File: src/rtl/layer_argmax_pkg.sv
// Shared constants and state encoding for the argmax output layer.
// Optional build macro: ARGMAX_TIE_LAST_EN (ties resolve to the highest index).
package layer_argmax_pkg;

  // Default frame geometry: ten signed 8-bit neuron scores.
  localparam int N_NEURONS_DEF = 10;
  localparam int DATA_W_DEF    = 8;

  // Width of the neuron index and the scan counter.
  localparam int IDX_W = 4;

  // Controller states.
  typedef enum logic [1:0] {
    S_IDLE = 2'd0,
    S_SCAN = 2'd1,
    S_DONE = 2'd2
  } state_t;

endpackage

File: src/rtl/layer_argmax_cmp.sv
// Signed compare-and-select of one candidate score against the running best.
// Optional build macro: ARGMAX_TIE_LAST_EN (equal scores replace the best).
module argmax_cmp
  import layer_argmax_pkg::*;
#(
  parameter int DATA_W = DATA_W_DEF
) (
  input  logic [DATA_W-1:0] i_cand_val,
  input  logic [IDX_W-1:0]  i_cand_idx,
  input  logic [DATA_W-1:0] i_best_val,
  input  logic [IDX_W-1:0]  i_best_idx,
  output logic [DATA_W-1:0] o_sel_val,
  output logic [IDX_W-1:0]  o_sel_idx
);

  logic w_take;

  // Scores are two's-complement; the candidate wins on strictly greater,
  // or on greater-or-equal when ties should favour later neurons.
`ifdef ARGMAX_TIE_LAST_EN
  assign w_take = ($signed(i_cand_val) >= $signed(i_best_val));
`else
  assign w_take = ($signed(i_cand_val) > $signed(i_best_val));
`endif

  assign o_sel_val = w_take ? i_cand_val : i_best_val;
  assign o_sel_idx = w_take ? i_cand_idx : i_best_idx;

endmodule

File: src/rtl/layer_argmax.sv
// Argmax output layer: captures a frame of neuron scores, scans them one per
// cycle and presents the winning index/score until the consumer acknowledges.
// Optional build macro: ARGMAX_TIE_LAST_EN (ties resolve to the highest index).
module layer_argmax
  import layer_argmax_pkg::*;
#(
  parameter int N_NEURONS = N_NEURONS_DEF,
  parameter int DATA_W    = DATA_W_DEF
) (
  input  logic                        clk,
  input  logic                        rst,
  input  logic                        ready,
  input  logic [N_NEURONS*DATA_W-1:0] neuron_out,
  output logic                        received,
  input  logic                        result_ack,
  output logic                        done,
  output logic [IDX_W-1:0]            class_idx,
  output logic [DATA_W-1:0]           class_val
);

  state_t r_state;
  state_t w_state_next;

  logic [DATA_W-1:0] w_scores [N_NEURONS];
  logic [DATA_W-1:0] r_bank   [N_NEURONS];

  logic [IDX_W-1:0]  r_cnt;
  logic [DATA_W-1:0] r_best_val;
  logic [IDX_W-1:0]  r_best_idx;
  logic [IDX_W-1:0]  r_class_idx;
  logic [DATA_W-1:0] r_class_val;
  logic              r_received;

  logic              w_capture;
  logic              w_last;
  logic [DATA_W-1:0] w_sel_val;
  logic [IDX_W-1:0]  w_sel_idx;

  assign w_capture = (r_state == S_IDLE) && ready;
  assign w_last    = (r_cnt == IDX_W'(N_NEURONS - 1));

  // Unpack the flat score bus (neuron 0 in the least significant byte) and
  // latch every score into the bank on the capture edge; the bank is not reset.
  for (genvar gi = 0; gi < N_NEURONS; gi++) begin : g_bank
    assign w_scores[gi] = neuron_out[gi*DATA_W +: DATA_W];

    always_ff @(posedge clk) begin
      if (w_capture) begin
        r_bank[gi] <= w_scores[gi];
      end
    end
  end

  argmax_cmp #(
    .DATA_W (DATA_W)
  ) u_cmp (
    .i_cand_val (r_bank[r_cnt]),
    .i_cand_idx (r_cnt),
    .i_best_val (r_best_val),
    .i_best_idx (r_best_idx),
    .o_sel_val  (w_sel_val),
    .o_sel_idx  (w_sel_idx)
  );

  // State register.
  always_ff @(posedge clk) begin
    if (rst) begin
      r_state <= S_IDLE;
    end else begin
      r_state <= w_state_next;
    end
  end

  // Next-state logic: ready only matters in IDLE, result_ack only in DONE.
  always_comb begin
    w_state_next = r_state;
    case (r_state)
      S_IDLE:  if (ready)      w_state_next = S_SCAN;
      S_SCAN:  if (w_last)     w_state_next = S_DONE;
      S_DONE:  if (result_ack) w_state_next = S_IDLE;
      default:                 w_state_next = S_IDLE;
    endcase
  end

  // Scan datapath: seed with neuron 0, fold in one neuron per edge, and
  // publish the final winner on the edge that processes the last neuron.
  always_ff @(posedge clk) begin
    if (rst) begin
      r_received  <= 1'b0;
      r_cnt       <= '0;
      r_best_val  <= '0;
      r_best_idx  <= '0;
      r_class_idx <= '0;
      r_class_val <= '0;
    end else begin
      r_received <= 1'b0;
      case (r_state)
        S_IDLE: begin
          if (ready) begin
            r_best_val <= w_scores[0];
            r_best_idx <= '0;
            r_cnt      <= IDX_W'(1);
            r_received <= 1'b1;
          end
        end
        S_SCAN: begin
          r_best_val <= w_sel_val;
          r_best_idx <= w_sel_idx;
          if (w_last) begin
            r_cnt       <= '0;
            r_class_idx <= w_sel_idx;
            r_class_val <= w_sel_val;
          end else begin
            r_cnt <= r_cnt + IDX_W'(1);
          end
        end
        default: begin
        end
      endcase
    end
  end

  assign received  = r_received;
  assign done      = (r_state == S_DONE);
  assign class_idx = r_class_idx;
  assign class_val = r_class_val;

endmodule
File: config.mk
export PLATFORM = sky130hd
export DESIGN_NAME = layer_argmax
export DESIGN_NICKNAME = d
export VERILOG_FILES = /design/src/rtl/layer_argmax_pkg.sv /design/src/rtl/layer_argmax_cmp.sv /design/src/rtl/layer_argmax.sv
export SDC_FILE = /design/constraint.sdc
export NUM_CORES = 1
export LEC_CHECK = 0
export BUFFER_PORTS_ARGS = -buffer_cell sky130_fd_sc_hd__buf_2
export CAP_MARGIN = 30
export CORE_UTILIZATION = 40
export DETAILED_ROUTE_END_ITERATION = 10
export HOLD_SLACK_MARGIN = 0.02
export PLACE_DENSITY = 0.72
export SLEW_MARGIN = 10
export SYNTH_ARGS = -nofsm -noshare
export SYNTH_HDL_FRONTEND = slang
export SYNTH_HIERARCHICAL = 1
export SYNTH_SLANG_ARGS = --single-unit
export TNS_END_PERCENT = 100
File: constraint.sdc
create_clock -name clk -period 3.6 [get_ports clk]
set_input_delay 0.18 -clock clk [delete_from_list [all_inputs] [get_ports clk]]
set_output_delay 0.18 -clock clk [all_outputs]
set_load 0.01 [all_outputs]
==> metrics.yaml <==
clock_network:
  clock_tree.buffer_depth: 2
  cts_tree: "yes"
  cts_resized: 0
  cts_inserted_buffers: 17
  htreeDepth: 4
  cts.sinks: 115
  clock_latency_ps: 410
  clk_pin_slew_ps: 50
  root_buffer: "clkbuf_16"
die:
  die_w_um: 113
  ios: 98
  dieArea_um2: 12700
  num_rows: 40
  initial_core_util_pct: 41.0
  coreArea_um2: 12000
  die_y_um: 113
timing:
  relSlewSlack_pct: 40.9
  fmax_mhz: 317
  hold_violations: 0
  slew_violations: 0
  hold_slack_ps: 77.4
  post-route-period-util_pct: 87.6
  skew_ps: 9.54
  worst_pin_slew_ps: 886
  fin_crit_ps: 3150
  setup_viol_count_final: 0
  setup-tns-final_ps: 0
  rsz0062_at_grt: "no"
synthesis:
  synthesis.nets: 462
  seq_area_frac_synth_pct: 63.3
  synth_top_cell_by_area: "edfxtp_1"
  synth_warnings: 6
  synthArstFlopShare_pct: 0
  synth_ff_type: "edfxtp_1"
  synth_edf_count: 80
  post_synth_num_cell_types: 40
  syn_area_um2: 4900
  synth_area_leaders: "edfxtp_1 49%, dfxtp_1 14%, mux2_2 8.3%"
  synth_top_area_share_pct: 49.0
  synth_seq_cells: 115
  avgSynthCellArea_um2: 13.3
  syn_inst: 368
routing:
  drc: 0
  viasPerCell: 5.04
  first_pass_iters: 4
  wl_per_cell_um: 16.6
  routed_wl_um: 11700
  ant_nets: 0
  drt_iter0_markers: 283
  vias: 3540
place:
  place_area_um2: 5450
  hpwlAfterDp_um: 6920
  gp_congestion: 0.733
  io_buffers: 97
  dp_cells: 590
worst_setup_path:
  r2r_cells: 13
  setup.worst_path.class: "reg2reg"
  required_ps: 3870
  start_kind: "flop"
  arrival_ps: 3420
  worst_setup_path_end_kind: "flop"
  worstReg2RegEnd: "class_val[4]$_SDFFE_PP0P_"
  crit_fanout: 40
  timing.reg2reg.setup_slack_ps: 450
pwr:
  p_leak_nw: 2.62
  seq_power_share_pct: 43.2
  switchingPower_w: 0.000885
  p_comb_share_pct: 16.3
  vdd_drop_max_mv: 0.362
  p_sw_share_pct: 24.2
  cell_internal_pwr_w: 0.00277
  power_density_nw_per_um2: 539
  p_clk_share_pct: 40.4
final_layout:
  syn_to_final_growth_pct: 38.2
  final_cell_mix: "97 x buf_2, 80 x dlygate4sd3_1, 80 x edfxtp_1"
  drive_gt1_share_pct: 29.7
  fin_cells: 703
  diodes: 0
  nets: 637
  layout_commonest_cell: "buf_2"
  finalInstanceArea_um2: 6780
  final_util_pct: 56.7
global_route:
  antenna_found_initial: 0
  grt_pass1_vias: 3618
  overflow: 0
  track_usage_pct: 19.6
  grt_pass1_wl_um: 18700
  grt_max_degree: 63
worst_hold_path:
  hold_depth: 4
  min_from: "result_ack"
  min_to: "r_state[1]$_SDFFE_PP0P_"
  hold_path.class: "in2reg"
run:
  cap_violations: 0
outcome:
  status: "completed"
cells by family after synthesis:
| group | synth area share, % |
|---|---|
| flops | 63.3 |
| compound gates | 10.8 |
| buf+inv | 4.42 |
| simple gates | 7.17 |
| mux | 11.7 |
| fa+ha+maj | 2.55 |
worst max-delay path, cell delays in order (launching register included):
cell	delay, ps
dfxtp_2	340
buf_12	240
mux2_2	360
o22ai_1	190
o31ai_1	130
ha_1	360
nand4_1	130
o32ai_1	300
a31oi_1	80
a21oi_2	100
buf_4	210
mux2_2	380
nand3_1	90
a21oi_1	70
stage by stage:
step	power [W]	worst slack, ps
floorplan	0.00200	757
global placement	0.00211	455
detailed placement	0.00212	454
CTS	0.00367	438
global route	0.00381	225
finish	0.00365	447
worst max path at each step:
| stage | start | endpoint | slack (ps) | cells past startpoint |
|---|---|---|---|---|
| 2_1_floorplan | r_state[1]$_SDFFE_PP0P_ | r_bank[0][0]$_DFFE_PP_ | 760 | 3 |
| 3_3_place_gp | flop | class_val[4]$_SDFFE_PP0P_ | 450 | 13 |
| 3_5_place_dp | flop | class_val[4]$_SDFFE_PP0P_ | 450 | 13 |
| 4_1_cts | flop | class_val[4]$_SDFFE_PP0P_ | 440 | 13 |
| 5_1_grt | flop | class_val[4]$_SDFFE_PP0P_ | 220 | 12 |
| 6_report | flop | class_val[4]$_SDFFE_PP0P_ | 450 | 13 |
routing by layer:
metal	wire length (um)	GRT usage, %	part of all wire (%)	vias to the layer above
li1	-	-	-	1735
met1	5220	25.1	45	1671
met2	5500	31.6	47	117
met3	779	5.73	6.7	17
met4	187	7.64	1.6	0
met5	0	0	0	-
final cells by class:
cell class | instances | area, um^2
clock buffers | 23 | 448
clock inverters | 9 | 63.8
fillers | 931 | 5180
inverters | 12 | 45.0
multi-input cells | 216 | 1580
flip-flops and latches | 115 | 3100
well taps | 147 | 184
repair buffers | 181 | 1350
timing repair:
item,in CTS,in global routing
hold buffers,80,0
buffers inserted,0,0
endpoints found under the hold margin,80,0
endpoints found under the setup margin,0,0
flip-flops by register name, indices dropped and copies added (netlist names), named ones only:
name / cells
r_best_val: 8
class_idx: 4
r_best_idx: 4
r_state: 2
class_val: 8
received: 1
r_bank: 80
r_cnt: 4
power groups by stage:
stage / sequential, W / clock, W / combinational, W
6_report: 0.00158 / 0.00148 / 0.000596
4_1_cts: 0.00158 / 0.00150 / 0.000590
2_1_floorplan: 0.00160 / 0 / 0.000405
5_1_grt: 0.00159 / 0.00156 / 0.000659
3_5_place_dp: 0.00160 / 0 / 0.000520
3_3_place_gp: 0.00160 / 0 / 0.000507
Yosys cell counts (3+ instances only):
master	count
dfxtp_1	35
a21oi_1	19
buf_1	4
a211oi_1	3
a311oi_1	9
buf_6	3
mux2_2	36
clkbuf_1	6
edfxtp_1	80
buf_2	6
mux2i_1	17
buf_4	4
a22o_1	8
o21ai_0	13
o22ai_1	8
o31ai_1	6
nor2_1	13
ha_1	10
inv_1	12
nand2_1	33
nand3_1	18
Power figures use the tool's default switching activity.
